`config.mk`:
```
export PLATFORM = sky130hd
export DESIGN_NAME = change_dispenser_flat
export DESIGN_NICKNAME = d
export VERILOG_FILES = /design/src/rtl/change_dispenser_pkg.sv /design/src/rtl/change_dispenser_if.sv /design/src/rtl/change_dispenser_coin_selector.sv /design/src/rtl/change_dispenser.sv /design/src/flat_wrapper.sv
export SDC_FILE = /design/constraint.sdc
export NUM_CORES = 1
export LEC_CHECK = 0
export BUFFER_PORTS_ARGS = -buffer_cell sky130_fd_sc_hd__buf_4
export CAP_MARGIN = 30
export CORE_MARGIN = 2
export CORE_UTILIZATION = 35
export DETAILED_ROUTE_END_ITERATION = 10
export SLEW_MARGIN = 20
export SYNTH_ARGS = -nofsm -noshare
export SYNTH_HDL_FRONTEND = slang
export SYNTH_HIERARCHICAL = 1
export SYNTH_SLANG_ARGS = --single-unit
```
`constraint.sdc`:
```
create_clock -name clk -period 4.1 [get_ports clk]
set_input_delay 0.615 -clock clk [delete_from_list [all_inputs] [get_ports clk]]
set_output_delay 0.615 -clock clk [all_outputs]
set_load 0.01 [all_outputs]
```
`src/rtl/change_dispenser_pkg.sv`:
```
// Shared types and constants for the change payout path.
// AMT_W is also used by the upstream change calculation stage.
package change_dispenser_pkg;

    localparam int unsigned AMT_W     = 5;
    localparam int unsigned NUM_COINS = 4;

    typedef logic [AMT_W-1:0] amount_t;
    typedef logic [1:0]       coin_t;

    localparam coin_t COIN_10 = 2'd0;
    localparam coin_t COIN_5  = 2'd1;
    localparam coin_t COIN_2  = 2'd2;
    localparam coin_t COIN_1  = 2'd3;

    typedef enum logic [1:0] {
        StIdle,
        StSelect,
        StDispense,
        StFinish
    } state_t;

    function automatic amount_t denom_of(input coin_t c);
        amount_t d;
        case (c)
            COIN_10: d = amount_t'(10);
            COIN_5:  d = amount_t'(5);
            COIN_2:  d = amount_t'(2);
            default: d = amount_t'(1);
        endcase
        return d;
    endfunction

endpackage

```
`src/rtl/change_dispenser_if.sv`:
```
// Request, hopper handshake and status bundle of the change dispenser.
// master = controlling side (transaction logic / hopper), slave = dispenser.
interface change_dispenser_if #(
    parameter int unsigned STOCK_W = 4
);
    import change_dispenser_pkg::*;

    logic                     start;
    amount_t                  change_amount;
    logic                     refill;
    logic                     coin_ack;
    logic                     coin_req;
    coin_t                    coin_sel;
    logic                     busy;
    logic                     done;
    amount_t                  dispensed_total;
    amount_t                  shortfall;
    logic [4*STOCK_W-1:0]     stock_level;
    logic [3:0]               jammed;

    modport master (
        output start, change_amount, refill, coin_ack,
        input  coin_req, coin_sel, busy, done, dispensed_total, shortfall, stock_level, jammed
    );

    modport slave (
        input  start, change_amount, refill, coin_ack,
        output coin_req, coin_sel, busy, done, dispensed_total, shortfall, stock_level, jammed
    );

endinterface

```
`src/rtl/change_dispenser_coin_selector.sv`:
```
// Greedy coin pick: the largest denomination that fits the remaining amount
// and is both stocked and not jammed.
module change_dispenser_coin_selector
    import change_dispenser_pkg::*;
(
    input  amount_t              remaining,
    input  logic [NUM_COINS-1:0] stock_nz,
    input  logic [NUM_COINS-1:0] jammed,
    output logic                 valid,
    output coin_t                idx
);

    // Scan from the smallest coin upward so the lowest eligible index wins.
    always_comb begin
        valid = 1'b0;
        idx   = COIN_10;
        for (int i = NUM_COINS - 1; i >= 0; i--) begin
            if (stock_nz[i] && !jammed[i] && (denom_of(coin_t'(i)) <= remaining)) begin
                valid = 1'b1;
                idx   = coin_t'(i);
            end
        end
    end

endmodule

```
`src/rtl/change_dispenser.sv`:
```
// Pays a latched change amount as single coins over the hopper handshake,
// tracking per-denomination stock, jams, amount paid and shortfall.
module change_dispenser
    import change_dispenser_pkg::*;
#(
    parameter int unsigned STOCK_W     = 4,
    parameter int unsigned STOCK_INIT  = 8,
    parameter int unsigned ACK_TIMEOUT = 15
) (
    input logic               clk,
    input logic               reset,
    change_dispenser_if.slave bus
);

    localparam int unsigned          CNT_W      = $clog2(ACK_TIMEOUT + 1);
    localparam logic [CNT_W-1:0]     CNT_LAST   = CNT_W'(ACK_TIMEOUT - 1);
    localparam logic [STOCK_W-1:0]   STOCK_FULL = STOCK_W'(STOCK_INIT);

    state_t                     state_q;
    amount_t                    remaining_q;
    amount_t                    dispensed_q;
    amount_t                    shortfall_q;
    logic [CNT_W-1:0]           cnt_q;
    coin_t                      coin_sel_q;
    logic                       coin_req_q;
    logic                       busy_q;
    logic                       done_q;
    logic [NUM_COINS-1:0]       jammed_q;
    logic [STOCK_W-1:0]         stock_q [NUM_COINS];

    logic [NUM_COINS-1:0]       stock_nz;
    logic [NUM_COINS*STOCK_W-1:0] stock_level;
    logic                       sel_valid;
    coin_t                      sel_idx;

    always_comb begin
        stock_nz    = '0;
        stock_level = '0;
        for (int i = 0; i < NUM_COINS; i++) begin
            stock_nz[i]                         = (stock_q[i] != '0);
            stock_level[i*STOCK_W +: STOCK_W]   = stock_q[i];
        end
    end

    change_dispenser_coin_selector u_sel (
        .remaining (remaining_q),
        .stock_nz  (stock_nz),
        .jammed    (jammed_q),
        .valid     (sel_valid),
        .idx       (sel_idx)
    );

    always_ff @(posedge clk or negedge reset) begin
        if (!reset) begin
            state_q     <= StIdle;
            remaining_q <= '0;
            dispensed_q <= '0;
            shortfall_q <= '0;
            cnt_q       <= '0;
            coin_sel_q  <= COIN_10;
            coin_req_q  <= 1'b0;
            busy_q      <= 1'b0;
            done_q      <= 1'b0;
            jammed_q    <= '0;
            for (int i = 0; i < NUM_COINS; i++) stock_q[i] <= STOCK_FULL;
        end else begin
            done_q <= 1'b0;
            unique case (state_q)
                StIdle: begin
                    if (bus.start) begin
                        remaining_q <= bus.change_amount;
                        dispensed_q <= '0;
                        shortfall_q <= '0;
                        busy_q      <= 1'b1;
                        state_q     <= StSelect;
                    end else if (bus.refill) begin
                        jammed_q <= '0;
                        for (int i = 0; i < NUM_COINS; i++) stock_q[i] <= STOCK_FULL;
                    end
                end
                StSelect: begin
                    if (sel_valid) begin
                        coin_sel_q <= sel_idx;
                        cnt_q      <= '0;
                        coin_req_q <= 1'b1;
                        state_q    <= StDispense;
                    end else begin
                        // Shortfall is registered here so it is valid alongside done.
                        shortfall_q <= remaining_q;
                        done_q      <= 1'b1;
                        state_q     <= StFinish;
                    end
                end
                StDispense: begin
                    // Ack takes precedence over a timeout expiring in the same cycle.
                    if (bus.coin_ack) begin
                        remaining_q <= remaining_q - denom_of(coin_sel_q);
                        dispensed_q <= dispensed_q + denom_of(coin_sel_q);
                        if (stock_q[coin_sel_q] != '0) begin
                            stock_q[coin_sel_q] <= stock_q[coin_sel_q] - STOCK_W'(1);
                        end
                        coin_req_q <= 1'b0;
                        state_q    <= StSelect;
                    end else if (cnt_q == CNT_LAST) begin
                        jammed_q[coin_sel_q] <= 1'b1;
                        coin_req_q           <= 1'b0;
                        state_q              <= StSelect;
                    end else begin
                        cnt_q <= cnt_q + CNT_W'(1);
                    end
                end
                StFinish: begin
                    busy_q  <= 1'b0;
                    state_q <= StIdle;
                end
                default: state_q <= StIdle;
            endcase
        end
    end

    assign bus.coin_req        = coin_req_q;
    assign bus.coin_sel        = coin_sel_q;
    assign bus.busy            = busy_q;
    assign bus.done            = done_q;
    assign bus.dispensed_total = dispensed_q;
    assign bus.shortfall       = shortfall_q;
    assign bus.stock_level     = stock_level;
    assign bus.jammed          = jammed_q;

endmodule

```
`src/flat_wrapper.sv`:
```
// flat-port wrapper written by rule: the top's interface ports become plain ports
module change_dispenser_flat import change_dispenser_pkg::*;
#(
    parameter int unsigned STOCK_W     = 4,
    parameter int unsigned STOCK_INIT  = 8,
    parameter int unsigned ACK_TIMEOUT = 15
)
  (clk, reset, bus_start, bus_change_amount, bus_refill, bus_coin_ack, bus_coin_req, bus_coin_sel, bus_busy, bus_done, bus_dispensed_total, bus_shortfall, bus_stock_level, bus_jammed);
  change_dispenser_if #(.STOCK_W(STOCK_W)) bus_i ();
  input logic clk;
  input logic reset;
  input wire logic [$bits(bus_i.start)-1:0] bus_start;
  input wire logic [$bits(bus_i.change_amount)-1:0] bus_change_amount;
  input wire logic [$bits(bus_i.refill)-1:0] bus_refill;
  input wire logic [$bits(bus_i.coin_ack)-1:0] bus_coin_ack;
  output wire logic [$bits(bus_i.coin_req)-1:0] bus_coin_req;
  output wire logic [$bits(bus_i.coin_sel)-1:0] bus_coin_sel;
  output wire logic [$bits(bus_i.busy)-1:0] bus_busy;
  output wire logic [$bits(bus_i.done)-1:0] bus_done;
  output wire logic [$bits(bus_i.dispensed_total)-1:0] bus_dispensed_total;
  output wire logic [$bits(bus_i.shortfall)-1:0] bus_shortfall;
  output wire logic [$bits(bus_i.stock_level)-1:0] bus_stock_level;
  output wire logic [$bits(bus_i.jammed)-1:0] bus_jammed;
  assign bus_i.start = bus_start;
  assign bus_i.change_amount = bus_change_amount;
  assign bus_i.refill = bus_refill;
  assign bus_i.coin_ack = bus_coin_ack;
  assign bus_coin_req = bus_i.coin_req;
  assign bus_coin_sel = bus_i.coin_sel;
  assign bus_busy = bus_i.busy;
  assign bus_done = bus_i.done;
  assign bus_dispensed_total = bus_i.dispensed_total;
  assign bus_shortfall = bus_i.shortfall;
  assign bus_stock_level = bus_i.stock_level;
  assign bus_jammed = bus_i.jammed;
  change_dispenser #(.STOCK_W(STOCK_W), .STOCK_INIT(STOCK_INIT), .ACK_TIMEOUT(ACK_TIMEOUT)) u_core (.clk(clk), .reset(reset), .bus(bus_i));
endmodule
```
Yosys cells after proc, flatten, opt, wreduce, memory -nomap -nowiden:

Index checks and enable logic that the tools add are counted.

* bits in latches: 0
* memories kept: 0
* register bits: 46
* output and inout bits: 35
* input port bits: 10
* logic and storage cells: 133
* memory bits (writable): 0
* memory bits (read-only): 0

* add/subtract/negate cells: 4
* equal/unequal tests: 17
* $lt $le $gt $ge: 8
* reductions and logical operators: 34
* multiply operators: 0
* divide/modulo/power cells: 0
* shifts and indexed selects: 0
* muxes and demuxes: 54
* bitwise logic cells: 2

Operator list (count)
* 2-to-1 mux 16 bit: 4
* 2-to-1 mux 4 bit: 10
* 2-to-1 mux 5 bit: 7
* one-hot mux 16 bit (2 select lines): 1
* one-hot mux 5 bit (2 select lines): 3
* nonzero test 4 bit: 5
* bitwise mux 16 bit: 1
* one-hot mux 4 bit (2 select lines): 2
* 2-to-1 mux 2 bit: 7
* inequality test 2 bit, second input constant: 7
* 2-to-1 mux 1 bit: 12
* one-hot mux 4 bit (3 select lines): 1
* logical AND 1 bit: 10
* AND reduction 5 bit: 2
* AND reduction 3 bit: 3
* binary-select mux 4 bit (select 2 bit): 1
* demux 4 bit (select 2 bit): 1
* one-hot mux 2 bit (4 select lines): 1
* nonzero test 2 bit: 4
* == test 2 bit, second input constant: 3
* inequality test 2 x 1 -> 1 bit, second input constant: 3
* AND reduction 2 bit: 3
* adder 5 bit: 1
* <= comparator 1 x 5 -> 1 bit, first input constant: 1
* 20 further kinds: 26

Logic depth before layout (Yosys ltp):

* word-level depth: 9
* gate-level depth with buffers: 10
* gate-level depth less buffers: 8

By module:

The synthesis kept the hierarchy.

Modules (own cells, without submodules)
* change_dispenser: area each 2575.0 µm², instances 1, cells an instance 271
* change_dispenser_coin_selector: area each 121.4 µm², instances 1, cells an instance 18

Least setup slack after synthesis:

OpenSTA, ideal clock, no wires.

* path type: register to register
* start point: register u_core.coin_sel_q[0] (netlist: u_core/bus.coin_sel[0])
* end point: register u_core.stock_q, in the netlist u_core/bus.stock_level[5]
* arrival time: 2.099 ns
* period minus slack after synthesis: 2.224 ns
* slack: 1.876 ns
* cell stages (with the launch flop): 10
* buffers on the path: 2
* path through: dfrtp_1 > buf_6 > mux4_2 > inv_1 > ha_1 > clkbuf_1 > inv_1 > nor3_1 > or3_1 > o2bb2ai_1

* cells in the longest elaborated chain, start to end: 9

Ends and longest elaborated chain
* start, declared: line change_dispenser.sv:24 `coin_t coin_sel_q;`
* start signal, assigned: line change_dispenser.sv:83 `coin_sel_q <= sel_idx;`
* inverter 2 -> 3 bit (not written as such) *: line change_dispenser.sv:99, change_dispenser.sv:100
* binary-select mux 4 bit (select 2 bit), or another cell as far along: line change_dispenser.sv:99, change_dispenser.sv:100
* 2-to-1 mux 4 bit (not written as such) / logical AND 1 bit (equally long branches): line change_dispenser.sv:99, change_dispenser.sv:100
* 2-to-1 mux 4 bit, on equally long branches: line change_dispenser.sv:99, change_dispenser.sv:100
* subtractor 4 x 1 -> 4 bit / demux 4 bit (select 2 bit) (equally long branches): line change_dispenser.sv:100 `stock_q[coin_sel_q] <= stock_q[coin_sel_q] - STOCK_W'(1);`
* bitwise mux 16 bit: line change_dispenser.sv:100
* 2-to-1 mux 16 bit: line change_dispenser.sv:99 `if (stock_q[coin_sel_q] != '0) begin`
* 2-to-1 mux 16 bit: line change_dispenser.sv:96 `if (bus.coin_ack) begin`
* one-hot mux 16 bit (2 select lines): line change_dispenser.sv:68 `unique case (state_q)`
* end signal, assigned by index: line change_dispenser.sv:100
* end, declared: line change_dispenser.sv:29 `logic [STOCK_W-1:0] stock_q [NUM_COINS];`

Every way passes the cells marked *; elsewhere a longest branch is shown, timed or not. The select of a mux whose other input is x is not followed.
A chain may end at the register's enable or synchronous reset.

Worst setup path after layout:

Same ends and word-level chain as after synthesis.

==> impl_metrics.toml <==
[logic_synthesis]
synth_top_area_share_pct = 39.0
ys_seq_area_share_pct = 42.9
synth_ff_type = "dfrtp_1"
synth.most_common_cell = "dfrtp_1"
synth.distinct_cells = 51
ys_top_cells_by_area = "dfrtp_1, ha_1, nand2_1"
synth_top_area_cell = "dfrtp_1"
ys_seq_elements = 46
syn-num-nets = 312
synthTopCellsByCount = "dfrtp_1, nand2_1, nor2_1, o21ai_0, inv_1"
async_flop_share_pct = 100
synth-edff-count = 0
netlist_area_um2 = 2700
yosys_warnings = 6
syn-mean-instance-area_um2 = 9.33
syn-instance-count = 289

[cells_and_area]
seqCellArea_um2 = 1160
n_fill_cell = 778
syn_to_final_growth_pct = 17.4
multi_input_area_um2 = 1400
drive_gt1_share_pct = 20.6
diodes = 0
layout.nets = 347

[floorplanning]
initial_core_util_pct = 35.4
die_y_um = 91.8
core_um2 = 7610
die_w_um = 91.8
rows = 32
ioPinCount = 45
dieArea_um2 = 8420

[cts]
clk_latency_ps = 290
cts_tree = "done"
cts.sinks = 46
hold_buffers = 0
clk_pin_slew_ps = 80
postCtsSetupBuffers = 0
htree_levels = 2
cts_root_buf = "clkbuf_8"
cts_resized = 0
cts_buffer_depth = 2
cts_buffers = 5

[global_route]
grt_pass1_wl_um = 11500
overflow = 0
grt_max_degree = 47
antenna_found_initial = 0
grt_pass1_vias = 2164
grt_usage_pct = 16.9

[flow_run]
drv_cap = 0

[pwr]
irDropWorstVdd_v = 0.000198
leakagePower_nw = 1.45
power_density_nw_per_um2 = 752

[place]
io_buffers = 44
globalplace.congestion = 0.943
post-place-ws_ps = 1580
dp_hpwl_um = 5130

[drt]
route.vias.total = 2366
route.detailed.wl_per_inst_um = 16.4
ant_nets = 0
drt-initial-drc-count = 197
firstDrtPassIters = 5
via_per_inst = 5.54
drc = 0
wirelength_um = 6990

[timing]
fmax_ghz = 0.386
worst_slack_ps = 1510
drv_slew = 0
fin_skew_ps = 5.94
min_period_over_period_pct = 63.2
worst_pin_slew_ps = 752
grt_setup_unrepaired = "no"
hold_viol = 0
period_needed_ps = 2590
final.setup.tns_ps = 0
setup_viol = 0
slew_headroom_pct = 49.7

[setup_path]
crit_chain = "mux4_2 -> inv_1 -> ha_1 -> inv_1 -> nor3_1 -> or3_1 -> o2bb2ai_1"
path_delay_family = "flip-flops"
critPathMaxFanout = 15
cp.required_ps = 4270
crit_top_cell = "inv_1"
cpPeakStageDelay_ps = 720
worst-path-buf-inv = 2
cp_slowest_cell = "dfrtp_1"
setup.worst_path.start_class = "flip-flop"
end_kind = "flip-flop"
worst_ep_arrival_time_ps = 2760
criticalPathCategory = "reg -> reg"

[min_path]
min_path_type = "in -> async"

[outcome]
status = "finished, final reports clean"
cells by family (layout without fill, tap and decap cells):
| logic type | after synthesis | count (layout) | synth area share, % |
|---|---|---|---|
| simple gates | 107 | 107 | 20.3 |
| compound gates | 81 | 81 | 19.8 |
| flops | 46 | 46 | 42.9 |
| buf+inv | 32 | 68 | 5.15 |
| fa+ha+maj | 13 | 13 | 6.59 |
| xor+xnor | 5 | 5 | 1.62 |
| mux | 5 | 5 | 3.71 |
state kept, by name (all words and copies together), names as in the netlist:
register,cells
u_core/bus.dispensed_total,5
u_core/bus.done,1
u_core/bus.shortfall,5
u_core/remaining_q,5
u_core/state_q,2
u_core/bus.jammed,4
u_core/bus.busy,1
u_core/bus.coin_sel,2
u_core/cnt_q,4
u_core/bus.coin_req,1
u_core/bus.stock_level,16
path summary, 6_finish.rpt:
| kind | from | endpoint | slack (ps) | depth (start not counted) |
|---|---|---|---|---|
| max | u_core/bus.coin_sel[0]$_DFFE_PN0P_ | u_core/bus.stock_level[5]$_DFFE_PN0P_ | 1510 | 7 |
| min | reset | u_core/bus.shortfall[1]$_DFFE_PN0P_ | 330 | 1 |
| max reg2reg | u_core/bus.coin_sel[0]$_DFFE_PN0P_ | u_core/bus.stock_level[5]$_DFFE_PN0P_ | 1510 | 7 |
| min reg2reg | u_core/bus.jammed[0]$_DFFE_PN0P_ | u_core/bus.jammed[0]$_DFFE_PN0P_ | 510 | 2 |
| max in group asynchronous | reset | u_core/bus.stock_level[10]$_DFFE_PN0P_ | 3370 | 1 |
| min in group clk | u_core/bus.jammed[0]$_DFFE_PN0P_ | u_core/bus.jammed[0]$_DFFE_PN0P_ | 510 | 2 |
cells in the final DEF (no fill, tap or decap), drive strengths merged, types with 6 or more instances in the layout:
| cell type | n |
|---|---|
| a21oi | 13 |
| buf | 44 |
| clkbuf | 7 |
| dfrtp | 42 |
| ha | 11 |
| inv | 16 |
| nand2 | 35 |
| nand2b | 8 |
| nand3 | 7 |
| nor2 | 25 |
| o21ai | 26 |
| o22ai | 6 |
| o2bb2ai | 13 |
report_power, final:
| group | switching [mW] | internal, mW | total, mW |
|---|---|---|---|
| registers | 0.237 | 0.612 | 0.849 |
| clock network | 0.147 | 0.136 | 0.283 |
| logic | 0.698 | 0.551 | 1.25 |
cell type report:
class	instances	share of cell area [%]
multi-input combinational	211	44.3
sequential	46	36.5
timing repair buffer	44	10.4
tap	102	4.03
clock buffer	7	2.73
inverter	16	1.90
clock inverter	1	0.158
metrics by stage:
stage / util (%) / total power [mW] / area [um^2] / hold WS (ps) / std cells
2_1_floorplan: - / 1.69 / 2700 / 319 / 289
3_3_place_gp: 40.4 / 2.09 / 3080 / 494 / 419
3_5_place_dp: 40.4 / 2.09 / 3080 / 495 / 419
4_1_cts: 41.6 / 2.39 / 3170 / 345 / 427
5_1_grt: 41.6 / 2.57 / 3170 / 366 / 427
6_report: 41.6 / 2.38 / 3170 / 326 / 427
metal layers:
| layer | global-route usage (%) | part of all wire [%] | vias up |
|---|---|---|---|
| met5 | 0 | 0 | - |
| met4 | 4.48 | 1.1 | 0 |
| met3 | 2.55 | 7.3 | 6 |
| met2 | 26.0 | 47 | 102 |
| met1 | 25.0 | 45 | 1141 |
| li1 | - | - | 1117 |
Note: power is estimated with default switching activity, not from simulation.
